File: src/rtl/snes_pad_pkg.sv
`default_nettype none
// ============================================================================
// Module      : snes_pad_pkg
// Description : Shared types and constants for the SNES joypad poller.
// Revision    : 1.0 - initial release
// ============================================================================
package snes_pad_pkg;

    typedef enum logic [2:0] {
        IDLE  = 3'd0,
        LATCH = 3'd1,
        HIGH  = 3'd2,
        LOW   = 3'd3,
        DONE  = 3'd4
    } pad_state_t;

    localparam int PAD_BITS    = 16;
    localparam int PAD_SAMPLES = 17;

    localparam int BTN_B      = 0;
    localparam int BTN_Y      = 1;
    localparam int BTN_SELECT = 2;
    localparam int BTN_START  = 3;
    localparam int BTN_UP     = 4;
    localparam int BTN_DOWN   = 5;
    localparam int BTN_LEFT   = 6;
    localparam int BTN_RIGHT  = 7;
    localparam int BTN_A      = 8;
    localparam int BTN_X      = 9;
    localparam int BTN_L      = 10;
    localparam int BTN_R      = 11;

endpackage
`default_nettype wire

File: src/rtl/sync2.sv
`default_nettype none
// ============================================================================
// Module      : sync2
// Description : Two-flop synchroniser for a single asynchronous input.
// Revision    : 1.0 - initial release
// ============================================================================
module sync2 #(
    parameter logic RESET_VALUE = 1'b1
) (
    input  logic clk,
    input  logic rst,
    input  logic i_d,
    output logic o_q
);

    logic r_meta;
    logic r_sync;

    always_ff @(posedge clk or posedge rst) begin
        if (rst) begin
            r_meta <= RESET_VALUE;
            r_sync <= RESET_VALUE;
        end else begin
            r_meta <= i_d;
            r_sync <= r_meta;
        end
    end

    assign o_q = r_sync;

endmodule
`default_nettype wire

File: src/rtl/snes_pad_poller.sv
`default_nettype none
// ============================================================================
// Module      : snes_pad_poller
// Description : Periodically latches and clocks a SNES pad, publishing an
//               active-high button word and a presence flag.
// Revision    : 1.0 - initial release
// ============================================================================
module snes_pad_poller #(
    parameter int LATCH_CYCLES = 258,
    parameter int HALF_CYCLES  = 129,
    parameter int POLL_CYCLES  = 357955
) (
    input  logic        clk,
    input  logic        reset,
    input  logic        enable,
    input  logic        pad_data,
    output logic        pad_latch,
    output logic        pad_clk,
    output logic [15:0] buttons,
    output logic        present,
    output logic        valid,
    output logic        busy
);
    import snes_pad_pkg::*;

    localparam logic [15:0] C_LATCH_RELOAD = 16'(LATCH_CYCLES - 1);
    localparam logic [15:0] C_HALF_RELOAD  = 16'(HALF_CYCLES - 1);
    localparam logic [18:0] C_POLL_LAST    = 19'(POLL_CYCLES - 1);
    localparam logic [4:0]  C_LAST_BIT     = 5'(PAD_BITS);

    pad_state_t  r_state;
    pad_state_t  w_state_next;
    logic [15:0] r_phase;
    logic [15:0] w_phase_load;
    logic [4:0]  r_bit;
    logic [18:0] r_timer;
    logic        r_first;
    logic [15:0] r_shift;
    logic        r_pad_latch;
    logic        r_pad_clk;
    logic [15:0] r_buttons;
    logic        r_present;
    logic        r_valid;
    logic        r_busy;
    logic        w_sync;
    logic        w_phase_done;
    logic        w_start;
    logic        w_enter;

    sync2 #(
        .RESET_VALUE (1'b1)
    ) u_sync (
        .clk (clk),
        .rst (reset),
        .i_d (pad_data),
        .o_q (w_sync)
    );

    assign w_phase_done = (r_phase == 16'd0);
    assign w_start      = enable && (r_first || (r_timer == C_POLL_LAST));
    assign w_enter      = (w_state_next != r_state);

    always_comb begin
        w_state_next = r_state;
        w_phase_load = C_HALF_RELOAD;
        case (r_state)
            IDLE:    if (w_start) w_state_next = LATCH;
            LATCH:   if (w_phase_done) w_state_next = HIGH;
            HIGH:    if (w_phase_done) w_state_next = (r_bit == C_LAST_BIT) ? DONE : LOW;
            LOW:     if (w_phase_done) w_state_next = HIGH;
            // An overrunning poll leaves the timer saturated, so restart immediately
            DONE:    w_state_next = w_start ? LATCH : IDLE;
            default: w_state_next = IDLE;
        endcase
        if (w_state_next == LATCH) w_phase_load = C_LATCH_RELOAD;
    end

    always_ff @(posedge clk or posedge reset) begin
        if (reset) begin
            r_state     <= IDLE;
            r_phase     <= 16'd0;
            r_bit       <= 5'd0;
            r_timer     <= 19'd0;
            r_first     <= 1'b1;
            r_shift     <= 16'hFFFF;
            r_pad_latch <= 1'b0;
            r_pad_clk   <= 1'b1;
            r_buttons   <= 16'd0;
            r_present   <= 1'b0;
            r_valid     <= 1'b0;
            r_busy      <= 1'b0;
        end else begin
            r_state <= w_state_next;

            if (w_enter) begin
                r_phase <= w_phase_load;
            end else if (r_state != IDLE) begin
                r_phase <= r_phase - 16'd1;
            end

            if ((w_state_next == LATCH) && (r_state != LATCH)) begin
                r_timer <= 19'd0;
                r_first <= 1'b0;
            end else if (r_timer != C_POLL_LAST) begin
                r_timer <= r_timer + 19'd1;
            end

            if (r_state == LATCH) begin
                r_bit <= 5'd0;
            end else if ((r_state == LOW) && w_phase_done) begin
                r_bit <= r_bit + 5'd1;
            end

            // Sample k lands in bit k once all sixteen have been shifted in
            if ((r_state == HIGH) && w_phase_done && (r_bit != C_LAST_BIT)) begin
                r_shift <= {w_sync, r_shift[15:1]};
            end

            r_valid <= (w_state_next == DONE);
            if (w_state_next == DONE) begin
                r_present <= ~w_sync;
                r_buttons <= w_sync ? 16'd0 : ~r_shift;
            end

            r_pad_latch <= (w_state_next == LATCH);
            r_pad_clk   <= (w_state_next != LOW);
            r_busy      <= (w_state_next != IDLE);
        end
    end

    assign pad_latch = r_pad_latch;
    assign pad_clk   = r_pad_clk;
    assign buttons   = r_buttons;
    assign present   = r_present;
    assign valid     = r_valid;
    assign busy      = r_busy;

endmodule
`default_nettype wire

File: config.mk
export PLATFORM = sky130hd
export DESIGN_NAME = snes_pad_poller
export DESIGN_NICKNAME = d
export VERILOG_FILES = /design/src/rtl/snes_pad_pkg.sv /design/src/rtl/sync2.sv /design/src/rtl/snes_pad_poller.sv
export SDC_FILE = /design/constraint.sdc
export NUM_CORES = 1
export LEC_CHECK = 0
export CAP_MARGIN = 20
export CORE_MARGIN = 10
export CORE_UTILIZATION = 46
export DETAILED_ROUTE_END_ITERATION = 6
export GPL_ROUTABILITY_DRIVEN = 0
export PLACE_DENSITY = 0.61
export SLEW_MARGIN = 20
export SYNTH_ARGS = -nofsm -noshare
export SYNTH_HDL_FRONTEND = slang
export SYNTH_SLANG_ARGS = --single-unit
File: constraint.sdc
create_clock -name clk -period 3.5 [get_ports clk]
set_clock_uncertainty 0.1 [all_clocks]
set_input_delay 0.35 -clock clk [delete_from_list [all_inputs] [get_ports clk]]
set_output_delay 0.35 -clock clk [all_outputs]
set_load 0.02 [all_outputs]
After elaboration in Yosys (flattened, before gate mapping)
Cells that the tools add are included.

Bits in registers: 83. Latch bits: 0. RAM bits: 0. Bits in read-only memories: 0. Input bits: 4. Output and inout port bits: 21. Word-level logic and storage cells: 60. Memories: 0.

$add $sub $neg: 3. $mul: 0. Divide/modulo/power cells: 0. Magnitude comparators: 0. Eq/ne operators: 13. Shift operators: 0. Multiplexer cells: 14. Bitwise logic cells: 2. Reductions and logical operators: 14.

Operators by type and width (count): 16-bit 2-to-1 mux (3); 19-bit 2-to-1 mux (2); 19-bit by 1-bit adder with 19-bit output (second input constant) (1); 19-bit equality test (second input constant) (1); 19-bit != test (second input constant) (1); 16-bit logical NOT (1); 16-bit inverter (1); 16-bit by 1-bit subtractor with 16-bit output (second input constant) (1); 3-bit 2-to-1 mux (4); 3-bit one-hot mux with 4 select lines (1); 5-bit 2-to-1 mux (2); 9-bit 2-to-1 mux (1); 3-bit by 1-bit equality test with 1-bit output (second input constant) (2); 3-bit by 2-bit equality test with 1-bit output (second input constant) (2); 3-bit equality test (second input constant) (2); 2-bit nonzero test (3); 3-bit nonzero test (2); 5-bit by 1-bit adder with 5-bit output (second input constant) (1); 5-bit equality test (second input constant) (1); 1-bit logical AND (5); 5-bit != test (second input constant) (1); 3-bit logical NOT (1); 3-bit by 1-bit != test with 1-bit output (second input constant) (1); 3-bit by 2-bit != test with 1-bit output (second input constant) (1); 5 further kinds (5).

Depth between registers and ports, before layout
Gate-level depths: netlist of run 1.

Word-level depth: 8. Mapped depth: 9. Mapped depth without buffers: 7.

Modules after synthesis
A second synthesis of run 1 with hierarchy kept.

Cell total of the unflattened synthesis: 350. Area total of the unflattened synthesis: 3862.5 um^2.

By module, submodules not included: snes_pad_poller (times used 1, cells an instance 347, area an instance 3806.2 um^2, seq. area each 2049.5 um^2); sync2 (times used 1, cells an instance 3, area an instance 56.3 um^2, seq. area each 52.6 um^2).

Worst setup path before layout of run 1
No wires, ideal clock.

Path type: register to register. From: register r_timer[13]. To: register r_phase[10]. Setup time: 0.119 ns. Data arrival time: 1.783 ns. Data required time: 3.281 ns. Setup slack: 1.498 ns. Stages on the path, launching flop included: 8. Buffers on the path: 2. Clock period less this slack: 2.002 ns. Path through: dfrtp_1 -> nand2_2 -> or4_4 -> or2_1 -> buf_6 -> a211oi_4 -> buf_6 -> nor2_2.

Word-level cells in the longest chain between the ends: 7. Elaborated cells on any way between the ends: 9. Those cells by class: eq/ne: 2; mux: 4; reduce/logical: 3.

RTL lines: start: declaration (RTL line snes_pad_poller.sv:36) `logic [18:0] r_timer;`; start signal: assignment (RTL line snes_pad_poller.sv:105) `r_timer <= r_timer + 19'd1;`; 19-bit equality test * (RTL line snes_pad_poller.sv:60) `assign w_start = enable && (r_first || (r_timer == C_POLL_LAST));`; 1-bit logical OR * (RTL line snes_pad_poller.sv:60); 1-bit logical AND * (RTL line snes_pad_poller.sv:60); 1-bit 2-to-1 mux or 3-bit 2-to-1 mux (tied branches) (RTL line snes_pad_poller.sv:72, snes_pad_poller.sv:67); 3-bit one-hot mux with 4 select lines * (RTL line snes_pad_poller.sv:66) `case (r_state)`; 3-bit != test * (RTL line snes_pad_poller.sv:61) `assign w_enter = (w_state_next != r_state);`; 16-bit 2-to-1 mux or 2-bit nonzero test (tied branches); end signal: assignment (RTL line snes_pad_poller.sv:96) `r_phase <= w_phase_load;`; end signal: assignment (RTL line snes_pad_poller.sv:98) `r_phase <= r_phase - 16'd1;`; end: declaration (RTL line snes_pad_poller.sv:33) `logic [15:0] r_phase;`.

Every way passes the cells marked *; elsewhere a longest branch is shown, timed or not. A chain may end at the register's enable or synchronous reset.

Final worst setup path of run 1
From: register r_phase[2]. To: register r_phase[14].

Word-level cells in the longest chain between the ends: 5. Elaborated cells on any way between the ends: 9. Those cells by class: add/sub: 1; eq/ne: 1; mux: 5; reduce/logical: 2.

RTL lines: parallel branches: the longest is 5 deep, another holds 16-bit by 1-bit subtractor with 16-bit output.

Parallel ways; which one is timed is not known. The select of a mux whose other input is x is not followed.

==> out/results.ini, run 1 <==
[status]
status = complete, no violations

[floorplanning]
coreArea_mm2 = 0.00818
start_util_pct = 47.2
fp.dieH_um = 112
row_count = 33
ioPinCount = 25
die_area_mm2 = 0.0125
die_w_um = 112

[clock_tree]
cts-resized-gates = 0
cts_tree = done
cts.path.max_buffers = 2
cts_hold_buf = 0
insertion_delay_ps = 360
clk_pin_slew_ps = 90
clkSinkCount = 83
numCtsBuffers = 9
root_buffer = clkbuf_8
cts_setup_buffers = 0
h-tree-depth = 3

[global_routing]
gr-usage-all-layers_pct = 11.4
grt_max_degree = 49
grt_pass1_wl_um = 12000
grt_pass1_vias = 2548
antenna_found_initial = 0
overflow = 0

[route]
via_count = 2569
drtAntennaViolNets = 0
dr.first_iter.drc_count = 114
viasPerCell = 5.33
drc = 0
routed_wl_um = 6880
drtPass1Iterations = 4
routedWlPerCell_um = 14.3

[setup_path]
cp-start-kind = flop
worstPathRequired_ps = 3610
crit_path_cell_trace = nor4_1 -> and4_1 -> nor3_1 -> a211oi_4 -> nor2_1
cp_slowest_cell = a211oi_4
cp.arrival_ps = 2730
critPathCaptureType = flop
r2r_slack_ps = 880
path_class = reg2reg
max_stage_delay_ps = 690
cp_max_fo = 12

[job]
drv_cap = 0

[sta]
final.min_clock_period_ps = 2620
worstMarginPinSlew_ps = 755
max_slew_margin_pct = 49.5
fmax_mhz = 382
hold_viol_final = 0
tns_ps = 0
fin_crit_sh_pct = 74.8
rsz0062_at_grt = false
holdWs_ps = 260
setup-violations-final = 0
report.final.slew_viol_count = 0
fin_ws_ps = 881

[power]
irDropWorstVdd_mv = 0.161
p_leak_uw = 0.00194
power_density_mw_per_mm2 = 424

[yosys]
synth_top_area_share_pct = 40.9
ys_warn_count = 0
async_reset_ff_share_pct = 100
syn_nets = 358
synth_cells = 349
synth-seq-cells = 83
netlist_area_mm2 = 0.00386
dominantRegCellSynth = dfrtp_1
synth.largest_area_cell = dfrtp_1
synthDistinctLibCells = 55
syn_area_per_cell_um2 = 11.1
synth_area_leaders = dfrtp_1 41%, dfstp_2 14%, mux2_1 4.7%
synth-edff-count = 0
yosysSeqAreaShare_pct = 54.5

[placement]
io_buffers = 24
hpwl_um = 4680
preCtsSetupSlack_ps = 926

[layout]
drive_above_1_share_pct = 15.1
nets = 381
n_fill_cell = 747
antenna_cells = 0
areaGrowthSynthToFinish_pct = 13.8

[worst_hold_path]
hp-class = reg2reg

[area by class of cell]
class / count / area (um2) / area share (%)
Clock buffer: 10 / 138 / 3.13
Inverter: 9 / 35.0 / 0.797
Timing Repair Buffer: 26 / 268 / 6.10
Clock inverter: 6 / 72.6 / 1.65
Multi-Input combinational cell: 243 / 1650 / 37.5
Tap cell: 105 / 131 / 2.99
Sequential cell: 83 / 2100 / 47.8
[metrics by stage]
step / cell area (um2) / total power, uW / utilization (%) / instances
2_1_floorplan: 3860 / 1130 / - / 349
3_3_place_gp: 4180 / 1160 / 51.2 / 466
3_5_place_dp: 4180 / 1160 / 51.2 / 466
4_1_cts: 4390 / 1890 / 53.7 / 482
5_1_grt: 4390 / 1950 / 53.7 / 482
6_report: 4390 / 1860 / 53.7 / 482
[logic make-up after synthesis]
| kind of cell | count (synthesis) | share of synthesized area (%) |
|---|---|---|
| buffers and inverters | 23 | 2.85 |
| xor gates and xnor gates | 28 | 6.36 |
| and+or+nand+nor | 152 | 22.0 |
| DFF | 83 | 54.5 |
| adders and majority gates | 5 | 1.62 |
| AOI/OAI and AO/OA | 41 | 7.75 |
| muxes | 17 | 4.93 |
[worst max-delay path, delay by kind of cell (launching register included)]
| family | cells | cell delay [ps] |
|---|---|---|
| DFF | 1 | 440 |
| AOI/OAI and AO/OA | 1 | 690 |
| and+or+nand+nor | 4 | 1240 |
[worst paths after layout]
path                                     from          end  depth (start not counted)
worst max-delay path               r_phase[2]  r_phase[14]                          5
worst min-delay path            u_sync.r_meta   u_sync.o_q                          0
worst max register to register     r_phase[2]  r_phase[14]                          5
worst min register to register  u_sync.r_meta   u_sync.o_q                          0
max in group asynchronous               reset  r_shift[11]                          3
min in group asynchronous               reset   r_timer[9]                          2
[synth_stat cells, types with 3 or more instances]
cell type and number:
nor3_1 27, nand3b_1 3, ha_1 5, buf_2 4, xnor2_1 13, and4_1 5, mux2_1 16, nor2_1 36
nor4bb_1 3, a21o_1 16, inv_1 9, nor4b_1 3, o21bai_1 4, clkbuf_1 6, o21ai_0 3, nand4_1 8
dfstp_2 20, dfrtp_1 63, xor2_1 15, nand2_1 18, or4_1 3, nor2_2 10, a21oi_1 5, nand3_1 12
nor3b_1 5
[cell usage in the layout (no fill, tap or decap), types with 13 or more instances in the layout]
master           Yosys  routed
nor2_1              36      36
a21o_1              16      16
dfstp_2             20      20
nand2_1             18      18
nor3_1              27      27
clkdlybuf4s50_1      0      24
mux2_1              16      16
xnor2_1             13      13
xor2_1              15      15
dfrtp_1             63      63
[power breakdown]
| part | switching, uW | leakage, uW | internal (uW) | total [uW] |
|---|---|---|---|---|
| Combinational | 49.6 | 0.000811 | 42.2 | 91.8 |
| Sequential | 55.2 | 0.00102 | 998 | 1050 |
| Clock | 363 | 0.000103 | 355 | 718 |
| Total | 468 | 0.00194 | 1400 | 1860 |
[sequential cells by signal (all words and copies together), names as in the netlist]
signal,flops
r_timer,19
buttons,16
r_phase,16
r_shift,16
r_bit,5
r_state,3
busy,1
pad_clk,1
pad_latch,1
present,1
r_first,1
u_sync.o_q,1
u_sync.r_meta,1
valid,1
[routing by layer]
layer  global-route usage, %  vias to the layer above  part of all wire (%)
met5                       0                        -                     0
met4                    5.14                        0                   1.8
met2                    18.1                       39                    45
met3                    3.44                       11                   4.2
li1                        -                     1275                     -
met1                    14.0                     1244                    49
Power figures use the tool's default switching activity.
==> run 2: changes to the inputs <==
==> constraint.sdc (replaced) <==
create_clock -name clk -period 2.5 [get_ports clk]
set_clock_uncertainty 0.1 [all_clocks]
set_input_delay 0.25 -clock clk [delete_from_list [all_inputs] [get_ports clk]]
set_output_delay 0.25 -clock clk [all_outputs]
set_load 0.02 [all_outputs]
==> run 2 against run 1 <==
Against the previous run: setup slack worse by 660 ps; clock-buffer cell count is 1 lower; sequential power rose by 41%; routed wire length is 2.4% higher; maximum frequency rose by 15%; final area rose by 0.54%; via count grew 2.4%; sequential share of layout area is 0.26 points lower; largest power group unchanged; largest cell class unchanged; global-route usage is 0.38 points higher; sequential cell count unchanged; die area stayed put; worst hold slack worse by 180 ps.
==> out/results.ini, run 2 (synthesis gave the netlist of run 1 again) <==
[clock_tree]
cts-resized-gates = 0  ; unchanged
h-tree-depth = 3  ; unchanged
clkSinkCount = 83  ; unchanged
cts.path.max_buffers = 2  ; unchanged
cts_setup_buffers = 0  ; unchanged
insertion_delay_ps = 370  ; about the same
numCtsBuffers = 9  ; unchanged
clk_pin_slew_ps = 100  ; about the same
cts_hold_buf = 0  ; unchanged
root_buffer = clkbuf_8
cts_tree = done

[sta]
worstMarginPinSlew_ps = 547  ; -208 ps
report.final.slew_viol_count = 0  ; unchanged
rsz0062_at_grt = false
final.min_clock_period_ps = 2280  ; -339 ps
setup-violations-final = 0  ; unchanged
fin_crit_sh_pct = 91.2  ; +16 points
hold_viol_final = 0  ; unchanged
max_slew_margin_pct = 63.4  ; +14 points
tns_ps = 0  ; unchanged
fmax_mhz = 439  ; +15%

[setup_path]
r2r_slack_ps = 220  ; -660 ps
crit_buf_inv = 1  ; +1
cp.arrival_ps = 2420  ; -310 ps
cp_slowest_cell = and4_1
critPathCaptureType = flop
crit_path_cell_trace = nor4_1 -> and4_1 -> nor3_1 -> a211oi_4 -> buf_4 -> nor2_1
path_class = reg2reg
reg2reg_from = r_phase[2]
cp-start-kind = flop
cpLargestDelayFamily = simple AND/OR/NAND/NOR gates
worstPathRequired_ps = 2640  ; -970 ps
r2r_end = r_phase[15]
rr_worst_depth = 6  ; +1
cp_max_fo = 12  ; unchanged
max_stage_delay_ps = 500  ; -190 ps

[route]
dr.first_iter.drc_count = 109  ; -4.4%
routedWlPerCell_um = 14.4  ; +0.96%
via_count = 2630  ; +2.4%
viasPerCell = 5.38  ; +0.91%
drc = 0  ; unchanged
drtAntennaViolNets = 0  ; unchanged
drtPass1Iterations = 4  ; unchanged
routed_wl_um = 7040  ; +2.4%

[power]
clockPowerShare_pct = 36.0  ; -2.5 points
irDropWorstVdd_mv = 0.322  ; +100%
swShare_pct = 26.8  ; +1.7 points
total_power_uw = 2510  ; +34%
p_int_uw = 1830  ; +31%
switching_power_uw = 672  ; +44%
seqPwrFrac_pct = 59.0  ; +2.5 points
p_leak_uw = 0.00196  ; +1.1%
combPwrFrac_pct = 5.1  ; +0.2 points
power_density_mw_per_mm2 = 567  ; +34%

[layout]
drive_above_1_share_pct = 16.7  ; +1.5 points
regMostFlops = r_timer
final_cells = 489  ; +1.5%
n_fill_cell = 766  ; +2.5%
mostFrequentLayoutCells = 63 x dfrtp_1, 36 x nor2_1, 27 x nor3_1, 24 x clkdlybuf4s50_1, 20 x dfstp_2
mostFrequentLayoutCell = dfrtp_1
areaGrowthSynthToFinish_pct = 14.5
design_area_mm2 = 0.00442  ; +0.54%
largest_reg_flops = 19  ; unchanged
antenna_cells = 0  ; unchanged
finish.utilization_pct = 54.0  ; +0.29 points
nets = 388  ; +1.8%

[job]
drv_cap = 0  ; unchanged

[floorplanning]
ioPinCount = 25  ; unchanged
coreArea_mm2 = 0.00818  ; unchanged
row_count = 33  ; unchanged
start_util_pct = 47.2  ; unchanged
die_w_um = 112  ; unchanged
fp.dieH_um = 112  ; unchanged
die_area_mm2 = 0.0125  ; unchanged

[status]
status = complete, no violations

[global_routing]
gr-usage-all-layers_pct = 11.8  ; +0.38 points
grt_max_degree = 44  ; -10%
grt_pass1_vias = 2635  ; +3.4%
antenna_found_initial = 0  ; unchanged
overflow = 0  ; unchanged
grt_pass1_wl_um = 12600  ; +5.3%

[placement]
io_buffers = 24  ; unchanged
placed_area_mm2 = 0.00424  ; +1.3%
dp_cells = 473  ; +1.5%
hpwl_um = 4820  ; +3.0%

[worst_hold_path]
hp-class = in2async

-- run 2: changes by cell type in the layout (fill, tap and decap cells not counted) --
cell | before | now
inv_8 | 0 | 1
clkinv_2 | 1 | 2
clkinvlp_4 | 1 | 2
bufinv_16 | 1 | 0
buf_4 | 1 | 8
inv_6 | 1 | 3
clkbuf_8 | 10 | 9
clkinv_4 | 3 | 0
-- run 2: final cells by class --
| class | count | area, um2 | share of cell area [%] |
|---|---|---|---|
| sequential | 83 | 2100 | 47.6 |
| inverter | 9 | 35.0 | 0.793 |
| clock inverter | 7 | 57.6 | 1.30 |
| clock buffer | 9 | 124 | 2.80 |
| multi-input combinational | 243 | 1650 | 37.3 |
| tap | 105 | 131 | 2.97 |
| timing repair buffer | 33 | 320 | 7.25 |
-- run 2: metal layers --
layer / vias to the layer above / share of wire, % / global-route usage, %
li1: 1290 / - / -
met1: 1297 / 49 / 15.1
met2: 33 / 45 / 18.4
met3: 10 / 4.2 / 3.76
met4: 0 / 1.5 / 4.11
met5: - / 0 / 0
-- run 2: worst max path at each step --
stage | startpoint | endpoint | slack [ps] | cells past startpoint
after floorplan | reset | busy | 50 | 1
after global placement | r_phase[2] | r_shift[12] | 290 | 4
after detailed placement | r_phase[2] | r_phase[15] | 230 | 6
after CTS | r_phase[2] | r_phase[15] | 220 | 6
after global routing | r_phase[0] | buttons[11] | 20 | 8
final | r_phase[2] | r_phase[15] | 220 | 6
-- run 2: metrics by stage --
| stage | setup slack (ps) | hold WS [ps] |
|---|---|---|
| final | 220 | 76.4 |
| after global routing | 18.9 | 115 |
| after CTS | 215 | 79.9 |
| after detailed placement | 228 | 249 |
| after global placement | 292 | 246 |
| after floorplan | 46.3 | 154 |
-- run 2: power by group through the flow --
stage	registers, uW	logic (uW)	clock network [uW]
2_1_floorplan	1480	106	0
4_1_cts	1470	131	938
5_1_grt	1480	146	988
3_5_place_dp	1500	131	0
3_3_place_gp	1500	130	0
6_report	1480	127	901
==> run 3: changes to the inputs <==
--- a/config.mk
+++ b/config.mk
@@ -7,10 +7,10 @@
 export LEC_CHECK = 0
 export CAP_MARGIN = 20
 export CORE_MARGIN = 10
-export CORE_UTILIZATION = 46
+export CORE_UTILIZATION = 58
 export DETAILED_ROUTE_END_ITERATION = 6
 export GPL_ROUTABILITY_DRIVEN = 0
-export PLACE_DENSITY = 0.61
+export PLACE_DENSITY_LB_ADDON = 0.2
 export SLEW_MARGIN = 20
 export SYNTH_ARGS = -nofsm -noshare
 export SYNTH_HDL_FRONTEND = slang
==> run 3 against run 2 <==
Against the previous run: critical path type unchanged; non-clock buffer count shrank 2; via count shrank 1.6%; highest routed layer unchanged; routed wire length shrank 3.0%; critical path depth is the same; sequential cell count is the same; die area shrank 17%.
==> out/results.ini, run 3 (synthesis gave the netlist of run 1 again) <==
[floorplanning]
ioPinCount = 25  ; unchanged
start_util_pct = 60.1  ; +13 points
fp.dieH_um = 102  ; -9.0%
die_w_um = 102  ; -9.0%
coreArea_mm2 = 0.00642  ; -21%
die_area_mm2 = 0.0103  ; -17%
row_count = 29  ; -12%

[global_routing]
overflow = 0  ; unchanged
gr-usage-all-layers_pct = 14.5  ; +2.7 points
grt_pass1_vias = 2617  ; -0.68%
grt_pass1_wl_um = 12200  ; -3.2%
grt_max_degree = 39  ; -11%
antenna_found_initial = 0  ; unchanged

[route]
drtAntennaViolNets = 0  ; unchanged
drtPass1Iterations = 4  ; unchanged
viasPerCell = 5.64  ; +4.8%
drc = 0  ; unchanged
routedWlPerCell_um = 14.9  ; +3.3%
routed_wl_um = 6830  ; -3.0%
dr.first_iter.drc_count = 144  ; +32%
via_count = 2588  ; -1.6%

[layout]
antenna_cells = 0  ; unchanged
areaGrowthSynthToFinish_pct = 14.6
mostFrequentLayoutCells = 63 x dfrtp_1, 36 x nor2_1, 27 x nor3_1, 24 x clkdlybuf4s50_1, 20 x dfstp_2
largest_reg_flops = 19  ; unchanged
mostFrequentLayoutCell = dfrtp_1
drive_above_1_share_pct = 16.5  ; -0.17 points
regMostFlops = r_timer
n_fill_cell = 476  ; -38%
nets = 386  ; -0.52%

[clock_tree]
h-tree-depth = 3  ; unchanged
cts_hold_buf = 0  ; unchanged
cts_tree = done
root_buffer = clkbuf_8
numCtsBuffers = 9  ; unchanged
cts.path.max_buffers = 2  ; unchanged
clkSinkCount = 83  ; unchanged
insertion_delay_ps = 350  ; -20 ps
clk_pin_slew_ps = 90  ; about the same

[setup_path]
path_class = reg2reg
critPathCaptureType = flop
cp_max_fo = 12  ; unchanged
cp.arrival_ps = 2330  ; -90 ps
crit_start = r_phase[2]
cp-start-kind = flop
reg2reg_from = r_phase[2]
worstPathRequired_ps = 2630  ; about the same

[sta]
tns_ps = 0  ; unchanged
hold_viol_final = 0  ; unchanged
worstMarginPinSlew_ps = 544  ; -2.93 ps
setup-violations-final = 0  ; unchanged
max_slew_margin_pct = 63.6  ; +0.20 points
final.min_clock_period_ps = 2200  ; -82.4 ps
fin_crit_sh_pct = 87.9  ; -3.3 points
report.final.slew_viol_count = 0  ; unchanged
rsz0062_at_grt = false
fmax_mhz = 455  ; +3.7%

[status]
status = complete, no violations

[power]
clockPowerShare_pct = 40.8  ; +4.8 points
switching_power_uw = 632  ; -5.9%
p_leak_uw = 0.00197  ; +0.90%
irDropWorstVdd_mv = 0.390  ; +21%
power_density_mw_per_mm2 = 613  ; +8.0%
swShare_pct = 23.3  ; -3.5 points
total_power_uw = 2710  ; +8.2%
seqPwrFrac_pct = 54.4  ; -4.6 points
combPwrFrac_pct = 4.8  ; -0.3 points
p_int_uw = 2080  ; +13%

[placement]
hpwl_um = 4660  ; -3.3%
io_buffers = 24  ; unchanged

[worst_hold_path]
hp-class = in2async

[job]
drv_cap = 0  ; unchanged

==> run 3: cell count changes in the layout (fill, tap and decap cells not counted), sizes merged <==
| cell | before | now |
|---|---|---|
| inv | 12 | 8 |
| buf | 9 | 7 |
| clkbuf | 9 | 11 |
| clkinv | 2 | 3 |
| bufinv | 0 | 2 |
| clkinvlp | 2 | 1 |
==> run 3: critical path, stage by stage, from the launching register on <==
cell and delay (ps):
dfrtp_1 430, nor4_1 450, and4_2 450, nor3_1 110, a211oi_4 210, buf_4 250, nor2_1 80
==> run 3: power groups by stage <==
stage	combinational, uW	clock, uW	sequential, uW
after CTS	132	1130	1470
after global routing	150	1170	1490
final	129	1110	1480
after global placement	128	0	1500
after floorplan	106	0	1480
after detailed placement	132	0	1500
==> run 3: metrics by stage <==
step	utilization [%]	setup WS, ps	instances	hold slack [ps]	cell area, um2
5_1_grt	68.9	96.0	459	129	4420
6_report	68.9	302	459	104	4420
4_1_cts	68.8	195	459	111	4420
3_3_place_gp	65.2	270	443	246	4190
2_1_floorplan	-	46.3	349	154	3860
3_5_place_dp	65.2	222	443	254	4190
==> run 3: layout make-up <==
class                           instances  area, um2  share of cell area [%]
Sequential cell                        83       2100                    47.5
Multi-Input combinational cell        243       1650                    37.3
Timing Repair Buffer                   31        305                    6.90
Clock buffer                           11        151                    3.42
Tap cell                               77       96.3                    2.18
Clock inverter                          5       85.1                    1.92
Inverter                                9       35.0                   0.792
==> run 3: path summary, 6_finish.rpt <==
| kind | end | slack (ps) | cells after the start |
|---|---|---|---|
| min in group clk | u_sync.r_meta | 200 | 1 |
| max in group asynchronous | r_shift[7] | 1520 | 3 |
| max | r_phase[15] | 300 | 6 |
| min reg2reg | u_sync.o_q | 260 | 0 |
| max reg2reg | r_phase[15] | 300 | 6 |
| min | buttons[5] | 100 | 2 |
==> run 3: repair_timing <==
action                                  4_1_cts  5_1_grt
buffers inserted                              0        0
endpoints found under the setup margin        0        1
gates resized for setup                       0        1
==> run 3: per-layer routing <==
metal / vias up / track usage (%) / share of wire (%)
met3: 10 / 3.47 / 4.3
met5: - / 0 / 0
met4: 0 / 6.49 / 1.7
met1: 1256 / 19.1 / 49
li1: 1282 / - / -
met2: 40 / 22.1 / 45
